==> src/rtl/mti_cpi_sequencer.sv <==
// CPI sequencer for the 2-pulse MTI canceller.
// Counts range bins and pulses, gates the canceller, flags timing faults.
module mti_cpi_sequencer #(
    parameter int RANGE_W = 12,
    parameter int PULSE_W = 8
) (
    input  logic               clk,
    input  logic               rst_n,
    input  logic [RANGE_W-1:0] cfg_num_bins,
    input  logic [PULSE_W-1:0] cfg_num_pulses,
    input  logic               start,
    input  logic               abort,
    input  logic               pulse_sync,
    input  logic               sample_valid,
    output logic               sample_accept,
    output logic               filt_enable,
    output logic               first_pulse,
    output logic [RANGE_W-1:0] range_idx,
    output logic [PULSE_W-1:0] pulse_idx,
    output logic               busy,
    output logic               cpi_done,
    output logic               err_overrun,
    output logic               err_short_pulse
);

    typedef enum logic [1:0] {
        IDLE      = 2'd0,
        WAIT_SYNC = 2'd1,
        COLLECT   = 2'd2,
        DONE      = 2'd3
    } state_e;

    state_e state_q, state_d;

    logic [RANGE_W-1:0] bins_q, bins_d;
    logic [PULSE_W-1:0] pulses_q, pulses_d;
    logic [RANGE_W-1:0] range_q, range_d;
    logic [PULSE_W-1:0] pulse_q, pulse_d;
    logic               ovr_q, ovr_d;
    logic               short_q, short_d;

    logic start_ok;
    logic last_bin;
    logic last_pulse;

    assign start_ok   = start && (cfg_num_bins != '0) && (cfg_num_pulses != '0);
    assign last_bin   = (range_q == bins_q - RANGE_W'(1));
    assign last_pulse = (pulse_q == pulses_q - PULSE_W'(1));

    // State register
    always_ff @(posedge clk or negedge rst_n) begin
        if (!rst_n) begin
            state_q <= IDLE;
        end else begin
            state_q <= state_d;
        end
    end

    // Next-state decode; abort overrides everything
    always_comb begin
        state_d = state_q;
        unique case (state_q)
            IDLE: begin
                if (start_ok) state_d = WAIT_SYNC;
            end
            WAIT_SYNC: begin
                if (pulse_sync) state_d = COLLECT;
            end
            COLLECT: begin
                if (sample_valid && last_bin) begin
                    if (last_pulse)      state_d = DONE;
                    else if (pulse_sync) state_d = COLLECT;
                    else                 state_d = WAIT_SYNC;
                end else if (pulse_sync && last_pulse) begin
                    state_d = DONE;
                end
            end
            DONE: begin
                state_d = IDLE;
            end
            default: state_d = IDLE;
        endcase
        if (abort) state_d = IDLE;
    end

    // Outputs decoded from state and counters
    always_comb begin
        busy          = (state_q != IDLE);
        filt_enable   = (state_q == COLLECT);
        sample_accept = sample_valid && (state_q == COLLECT);
        cpi_done      = (state_q == DONE) && !abort;
        range_idx     = range_q;
        pulse_idx     = pulse_q;
        first_pulse   = (pulse_q == '0) && (state_q != IDLE);
        err_overrun     = ovr_q;
        err_short_pulse = short_q;
    end

    // Counter, config latch and error flag next-state
    always_comb begin
        bins_d   = bins_q;
        pulses_d = pulses_q;
        range_d  = range_q;
        pulse_d  = pulse_q;
        ovr_d    = ovr_q;
        short_d  = short_q;
        unique case (state_q)
            IDLE: begin
                if (start_ok) begin
                    bins_d   = cfg_num_bins;
                    pulses_d = cfg_num_pulses;
                    range_d  = '0;
                    pulse_d  = '0;
                    ovr_d    = 1'b0;
                    short_d  = 1'b0;
                end
            end
            WAIT_SYNC: begin
                if (sample_valid) ovr_d = 1'b1;
                if (pulse_sync)   range_d = '0;
            end
            COLLECT: begin
                if (sample_valid && last_bin) begin
                    // Completing sample; a coincident sync just opens the next pulse
                    if (!last_pulse) begin
                        range_d = '0;
                        pulse_d = pulse_q + PULSE_W'(1);
                    end
                end else if (pulse_sync) begin
                    // Early sync truncates the pulse in progress
                    short_d = 1'b1;
                    if (!last_pulse) begin
                        range_d = '0;
                        pulse_d = pulse_q + PULSE_W'(1);
                    end
                end else if (sample_valid) begin
                    range_d = range_q + RANGE_W'(1);
                end
            end
            DONE: begin
            end
            default: begin
            end
        endcase
        if (abort) begin
            range_d = '0;
            pulse_d = '0;
        end
    end

    // Datapath registers
    always_ff @(posedge clk or negedge rst_n) begin
        if (!rst_n) begin
            bins_q   <= '0;
            pulses_q <= '0;
            range_q  <= '0;
            pulse_q  <= '0;
            ovr_q    <= 1'b0;
            short_q  <= 1'b0;
        end else begin
            bins_q   <= bins_d;
            pulses_q <= pulses_d;
            range_q  <= range_d;
            pulse_q  <= pulse_d;
            ovr_q    <= ovr_d;
            short_q  <= short_d;
        end
    end

endmodule

==> config.mk <==
export PLATFORM = sky130hd
export DESIGN_NAME = mti_cpi_sequencer
export DESIGN_NICKNAME = d
export VERILOG_FILES = /design/src/rtl/mti_cpi_sequencer.sv
export SDC_FILE = /design/constraint.sdc
export NUM_CORES = 1
export LEC_CHECK = 0
export BUFFER_PORTS_ARGS = -buffer_cell sky130_fd_sc_hd__buf_2
export CAP_MARGIN = 20
export CORE_AREA = 3 3 74 90
export CTS_BUF_LIST = sky130_fd_sc_hd__clkbuf_2 sky130_fd_sc_hd__clkbuf_4 sky130_fd_sc_hd__clkbuf_8
export CTS_CLUSTER_SIZE = 25
export DETAILED_ROUTE_END_ITERATION = 16
export DIE_AREA = 0 0 77 93
export GPL_TIMING_DRIVEN = 0
export PLACE_DENSITY_LB_ADDON = 0.12
export SYNTH_ARGS = -nofsm -noshare
export SYNTH_HDL_FRONTEND = slang
export SYNTH_SLANG_ARGS = --single-unit
==> constraint.sdc <==
create_clock -name clk -period 3.2 [get_ports clk]
set_input_delay 0.48 -clock clk [delete_from_list [all_inputs] [get_ports clk]]
set_output_delay 0.48 -clock clk [all_outputs]
set_load 0.1 [all_outputs]
* Word-level counts from Yosys, hierarchy flattened
Cells that the tools add are included.
** Operators by class
- Add/subtract/negate cells :: 4
- Eq/ne operators :: 14
- Multiplexer cells :: 28
- Reductions and logical operators :: 23
** Operator list (number)
- 2-to-1 mux 12 bit :: 7
- 2-to-1 mux 8 bit :: 5
- one-hot mux 12 bit (3 select lines) :: 1
- one-hot mux 8 bit (2 select lines) :: 1
- 2-to-1 mux 2 bit :: 7
- adder 12 x 1 -> 12 bit (second input constant) :: 1
- equality test 12 bit :: 1
- nonzero test 12 bit :: 1
- subtractor 12 x 1 -> 12 bit (second input constant) :: 1
- AND reduction 3 bit :: 3
- adder 8 x 1 -> 8 bit (second input constant) :: 1
- equality test 8 bit :: 1
- logical NOT 8 bit :: 1
- != test 2 bit (second input constant) :: 4
- one-hot mux 2 bit (4 select lines) :: 1
- AND reduction 4 bit :: 2
- nonzero test 8 bit :: 1
- subtractor 8 x 1 -> 8 bit (second input constant) :: 1
- logical AND 1 bit :: 7
- != test 3 bit (second input constant) :: 2
- nonzero test 2 bit :: 3
- != test 5 x 4 -> 1 bit (second input constant) :: 1
- equality test 2 bit (second input constant) :: 2
- 2-to-1 mux 1 bit :: 4
- 9 further kinds :: 10
** Storage, ports and cells
- Register bits after elaboration :: 44
- Input bits :: 26
- Output and inout port bits :: 27

* Longest topological paths before layout
Gate-level depths: netlist of run 1.
- Depth after elaboration :: 7
- Mapped depth :: 12

* Worst setup path before layout of run 1
Ideal clock, no wire load.
- Kind :: register to output
- Start point :: register pulse_q[0] (netlist: pulse_idx[0])
- End point :: output first_pulse
- Data arrival time :: 4345 ps
- Path slack :: -1625 ps
- Cell stages (with the launch flop) :: 7
- Buffers on the path :: 1
- Cells stage by stage :: dfrtp_1 -> clkbuf_1 -> inv_1 -> ha_1 -> nor4b_1 -> nand2_1 -> nor4_1
** Between the ends
- Longest elaborated chain between the ends :: 2
** Ends and longest elaborated chain
- start, declared :: RTL line 38 : logic [PULSE_W-1:0] pulse_q, pulse_d;
- start signal, assigned :: RTL line 164 : pulse_q <= pulse_d;
- logical NOT 8 bit :: RTL line 94 : first_pulse = (pulse_q == '0) && (state_q != IDLE);
- logical AND 1 bit :: RTL line 94
- end, declared :: RTL line 17 : output logic first_pulse,
Every way passes these cells.

* Final worst setup path of run 1
- Start point :: register bins_q[0]
- End point :: register pulse_q[7] (netlist: pulse_idx[7])
** Between the ends
- Longest elaborated chain between the ends :: 6
- Elaborated cells between the ends (all ways) :: 8
- Classes of those cells :: add/sub: 1; eq/ne: 2; mux: 3; reduce/logical: 2
** Ends and longest elaborated chain
- start, declared :: RTL line 35 : logic [RANGE_W-1:0] bins_q, bins_d;
- start signal, assigned :: RTL line 161 : bins_q <= bins_d;
- subtractor 12 x 1 -> 12 bit (*) :: RTL line 47 : assign last_bin = (range_q == bins_q - RANGE_W'(1));
- equality test 12 bit (*) :: RTL line 47
- logical AND 1 bit (*) :: RTL line 123 : if (sample_valid && last_bin) begin
- 2-to-1 mux 8 bit :: RTL line 123
- one-hot mux 8 bit (2 select lines) :: RTL line 107 : unique case (state_q)
- 2-to-1 mux 8 bit :: RTL line 145 : if (abort) begin
Every way passes the cells marked *; elsewhere a longest branch is shown, timed or not.
A chain may end at the register's enable or synchronous reset.

==> impl_metrics.tcl, run 1 <==
set metrics [dict create \
    status "complete, but fails checks" \
    violations "setup timing" \
    post_layout_nonfiller_instances 471 \
    syn_area_um2 2890 \
    fin_tns_setup_ns -0.0578 \
    dieArea_um2 7160 \
    place.gp.congestion 0.856 \
    rsz0062_at_grt "true" \
    ys_seq_area_frac 0.382 \
    io_buffers 51 \
    vias_per_cell 5.64 \
    worst_slack_ns -0.0578 \
    fin_crit_sh 1.02 \
    grt_pass1_vias 2521 \
    vias 2656 \
    drt_iter0_drc 114 \
    cts_inserted_buffers 5 \
    post_drt_wl_per_cell_um 15.1 \
    grt_pass1_wl_um 12100 \
    multi_input_area_um2 1740 \
    end_kind "flop" \
    postSynthAreaPerCell_um2 8.96 \
    synth_ff_type "dfrtp_1" \
    syn_nets 353 \
    finClkSkew_ns 0.00796 \
    hold_slack_ns 0.343 \
    rrSetupSlack_ns -0.06 \
    netlist_instances 322 \
    grt_max_degree 45 \
    track_usage 0.210 \
    cp.required_ns 3.43 \
    start_util 0.486 \
    rows 31 \
    cts_tree "built" \
    tightest_slew_ns 0.982 \
    regArea_um2 1100 \
    coreArea_um2 5930 \
    hold_viol_final 0 \
    fin_crit_ns 3.26 \
    path_class "reg2reg" \
    setup_viol 1 \
    cts.sink_count 44 \
    place_hpwl_um 5230 \
    dr.pass1.iters 5 \
    yosysWarnings 0 \
    nets 419 \
    die_y_um 93 \
    remaining_drc_errors 0 \
    vdd_ir_drop_max_uv 261 \
    arrival_ns 3.48 \
    hp-class "in2async" \
    dpl_worst_slack_ns -0.399 \
    power_density_nw_per_um2 418 \
    hold_buffers 0 \
    h-tree-depth 2 \
    syn_to_final_growth_pct 20.7 \
    max_freq_mhz 307 \
    cp_max_fo 7 \
    slew_headroom 0.345 \
    yosys_register_bits 44 \
    cap_violations 0 \
    synth_edf_count 0 \
    root_buffer "clkbuf_8" \
    synth_cell_types 46 \
    fill_cells 541 \
    routed_wl_um 7090 \
    drv_slew 0 \
    cts_buffer_depth 2 \
    dp.cells 455 \
    cp-start-kind "flop" \
    p_leak_uw 0.00147 \
    antenna_cells 0 \
    detail-route-antenna-nets 0 \
    drive_above_1_share 0.296 \
    ioPinCount 53 \
    overflow 0 \
    synth_async_sr_flop_share 1.00 \
    grt_antenna_before_repair 0 \
    clkTransAtPathRegs_ns 0.08 \
    fin_util 0.587 \
    die_w_um 77 \
    clk_latency_ns 0.30 \
]
[metrics by stage]
| step | power, uW | area [um2] |
|---|---|---|
| floorplan | 967 | 2910 |
| global placement | 1060 | 3270 |
| detailed placement | 1070 | 3270 |
| CTS | 1460 | 3460 |
| global route | 1540 | 3480 |
| finish | 1460 | 3480 |
[logic make-up (layout without fill, tap and decap cells)]
family	Yosys count	count (layout)	share of synthesized area
and+or+nand+nor	136	136	0.258
muxes	26	26	0.0993
DFF	44	44	0.382
AOI/OAI and AO/OA	57	57	0.125
xor gates and xnor gates	25	25	0.0759
buffers and inverters	29	96	0.0390
adders and majority gates	5	5	0.0217
[cells in the final DEF, fill, tap and decap left out, types with 10 or more instances in the layout]
master,count
buf_2,54
nor2_1,15
or3_1,13
xor2_1,12
xnor2_1,13
nand2_1,36
o21ai_0,10
mux2_2,21
nor4_1,10
dfrtp_1,42
nand3_1,12
inv_1,15
[per-layer routing]
metal	routed length, um	GRT usage	up-vias
met4	126	0.0697	0
met2	3670	0.374	72
met5	0	0	-
met1	3000	0.261	1282
li1	-	-	1291
met3	293	0.0299	11
[sequential cells by signal, indices dropped and copies added (netlist names)]
register / cells
bins_q: 12
err_short_pulse: 1
pulse_idx: 8
err_overrun: 1
range_idx: 12
state_q: 2
pulses_q: 8
[timing repair]
action,4_1_cts,5_1_grt
resized for setup,15,5
endpoints found under the setup margin,19,15
setup buffers,6,2
cloned,0,0
pin swaps,12,0
[cells in the mapped netlist, types with 5 or more instances]
cell,n,share of area
o211ai_1,9,0.023
a21oi_1,10,0.017
nand2b_1,7,0.015
nor3_1,6,0.010
nor4_1,12,0.026
a31oi_1,9,0.020
ha_1,5,0.022
mux2i_1,5,0.017
nand3_1,12,0.021
inv_1,16,0.021
o21ai_0,14,0.024
dfrtp_1,44,0.38
nor2_1,15,0.020
clkbuf_1,10,0.013
or2_2,5,0.011
mux2_2,21,0.082
or3_1,13,0.028
xnor2_1,13,0.039
or4_1,5,0.013
nand2_1,36,0.047
xor2_1,12,0.036
[final timing paths]
| check | endpoint | from | depth (start not counted) |
|---|---|---|---|
| max | pulse_idx[7] | bins_q[0] | 10 |
| min | bins_q[7] | rst_n | 1 |
| max reg2reg | pulse_idx[7] | bins_q[0] | 10 |
| min reg2reg | err_short_pulse | err_short_pulse | 1 |
| max in group asynchronous | bins_q[0] | rst_n | 1 |
| min in group clk | pulses_q[2] | cfg_num_pulses[2] | 2 |
[critical path, cell delays in order, from the launching register on]
cell      delay (ns)
dfrtp_2         0.42
inv_2           0.05
ha_2            0.16
or4b_4          0.48
or4b_4          0.53
a211oi_2        0.25
o22ai_2         0.13
o31a_1          0.28
o31a_1          0.33
or4_1           0.44
a21oi_2         0.12
[report_power, final]
| part | total [uW] | switching (uW) | internal, uW |
|---|---|---|---|
| sequential | 668 | 61.4 | 607 |
| clock | 364 | 191 | 173 |
| combinational | 423 | 245 | 178 |
| total | 1450 | 498 | 957 |
[layout make-up]
type / count / share of cell area
Multi-Input combinational cell: 249 / 0.500
Sequential cell: 44 / 0.317
Timing Repair Buffer: 59 / 0.0916
Tap cell: 82 / 0.0295
Clock buffer: 6 / 0.0237
Buffer: 13 / 0.0180
Inverter: 16 / 0.0172
Clock inverter: 2 / 0.00287
Power figures use the tool's default switching activity.
==> run 2, diff against run 1 <==
--- a/config.mk
+++ b/config.mk
@@ -12,7 +12,7 @@
 export CTS_CLUSTER_SIZE = 25
 export DETAILED_ROUTE_END_ITERATION = 16
 export DIE_AREA = 0 0 77 93
-export GPL_TIMING_DRIVEN = 0
+export GPL_ROUTABILITY_DRIVEN = 0
 export PLACE_DENSITY_LB_ADDON = 0.12
 export SYNTH_ARGS = -nofsm -noshare
 export SYNTH_HDL_FRONTEND = slang
==> constraint.sdc (replaced) <==
create_clock -name clk -period 3.2 [get_ports clk]
set_input_delay 0.48 -clock clk [delete_from_list [all_inputs] [get_ports clk]]
set_output_delay 0.48 -clock clk [all_outputs]
set_load 0.005 [all_outputs]
==> run 2 against run 1 <==
  * The run now ends clean
  * Clock skew shrank 0.0026 ns
  * Global-route usage shrank 0.61 points
  * Sequential power shrank 1%
  * Largest power group unchanged
  * Critical path depth is the same
  * Routed wire length shrank 0.55%
  * First-iteration DRC count shrank 39%
  * Core utilization grew 0.36 points
  * Fmax grew 3.1%
==> impl_metrics.tcl, run 2 (same netlist as run 1, synthesis figures left out) <==
set metrics [dict create \
    status "finished clean" \
    grt_pass1_vias 2593 \
    p_leak_uw 0.00150 \
    arrival_ns 3.39 \
    vias_per_cell 5.52 \
    nets 419 \
    dpl_worst_slack_ns -0.0953 \
    critical_path.top_delay_family "simple AND/OR/NAND/NOR gates" \
    slew_headroom 0.644 \
    ioPinCount 53 \
    overflow 0 \
    end_kind "flop" \
    die_w_um 77 \
    dieArea_um2 7160 \
    grt_max_degree 45 \
    cts_tree "built" \
    grt_pass1_wl_um 11900 \
    cts_buffer_depth 2 \
    io_buffers 52 \
    root_buffer "clkbuf_8" \
    fin_util 0.591 \
    syn_to_final_growth_pct 21.5 \
    rows 31 \
    layout_commonest_cell "buf_2" \
    path_cells "inv_2, ha_4, or4b_4, or4b_1, a211oi_2, o22ai_2, o31a_1, o31a_1, or4_1, a21oi_1" \
    cp_max_fo 6 \
    worst-path-buf-inv 1 \
    crit_top_cell "o31a_1" \
    drive_above_1_share 0.296 \
    clk_latency_ns 0.30 \
    routed_wl_um 7050 \
    cts.sink_count 44 \
    power.total_uw 1470 \
    power_density_nw_per_um2 420 \
    fin_crit_sh 0.987 \
    rsz0062_at_grt "true" \
    vias 2601 \
    cp.required_ns 3.43 \
    tightest_slew_ns 0.520 \
    path_class "reg2reg" \
    clkTransAtPathRegs_ns 0.08 \
    fin_tns_setup_ns 0 \
    start_util 0.486 \
    crit_slowest_cell "or4b_1" \
    antenna_cells 0 \
    h-tree-depth 2 \
    drt_iter0_drc 70 \
    layout_common_cells "52 x buf_2, 44 x dfrtp_1, 36 x nand2_1" \
    hold_slack_ns 0.429 \
    remaining_drc_errors 0 \
    max_freq_mhz 317 \
    hp-class "in2reg" \
    coreArea_um2 5930 \
    fin_crit_ns 3.16 \
    place_hpwl_um 5270 \
    worst_slack_ns 0.0413 \
    grt_antenna_before_repair 0 \
    cap_violations 0 \
    setup_viol 0 \
    cts_inserted_buffers 5 \
    finClkSkew_ns 0.00540 \
    detail-route-antenna-nets 0 \
    dr.pass1.iters 4 \
    drv_slew 0 \
    hold_viol_final 0 \
    cp-start-kind "flop" \
    vdd_ir_drop_max_uv 210 \
    die_y_um 93 \
    crit_path_max_incr_delay_ns 0.54 \
    post_drt_wl_per_cell_um 15.0 \
    track_usage 0.204 \
]
[run 2: cell count changes in the layout (fill, tap and decap cells not counted), moves of 3 or more]
cell | before | now
o21ai_1 | 4 | 1
o21ai_0 | 10 | 13
clkbuf_1 | 9 | 0
buf_4 | 7 | 17
[run 2: final cells by class]
type                            count  area, um2
Clock buffer                        5       68.8
Clock inverter                      3       42.5
Fill cell                         554       2430
Inverter                           16       60.1
Multi-Input combinational cell    250       1710
Sequential cell                    44       1100
Tap cell                           82        103
Timing Repair Buffer               71        418
[run 2: path summary, 6_finish.rpt]
kind | slack, ns | end | start | depth (start not counted)
min in group asynchronous | 0.52 | bins_q[9] | rst_n | 2
setup / recovery | 0.04 | pulse_idx[7] | bins_q[1] | 10
hold / removal | 0.43 | bins_q[11] | cfg_num_bins[11] | 2
max in group asynchronous | 2.25 | pulse_idx[2] | rst_n | 3
setup reg to reg | 0.04 | pulse_idx[7] | bins_q[1] | 10
hold reg to reg | 0.54 | err_short_pulse | err_short_pulse | 1
[run 2: per-stage QoR]
stage	area [um2]	instances
finish	3500	471
global route	3500	471
CTS	3440	468
detailed placement	3320	459
global placement	3320	459
floorplan	2890	322
[run 2: repair_timing]
action / in CTS / in global routing
pin swaps: 2 / 8
hold buffers: 0 / 1
setup endpoints to repair: 7 / 9
buffers inserted: 0 / 1
gates cloned: 1 / 0
resized for setup: 0 / 7
endpoints found under the hold margin: 0 / 4
[run 2: power breakdown]
part,leakage (uW),internal [uW],total [uW],switching [uW]
registers,0.000566,607,659,52.0
clock network,0.0000541,231,429,198
logic,0.000878,194,385,191
[run 2: per-layer routing]
metal	GRT usage	part of all wire	vias to the layer above
li1	-	-	1299
met1	0.248	0.44	1231
met2	0.369	0.51	59
met3	0.0270	0.032	12
met4	0.0712	0.018	0
met5	0	0	-
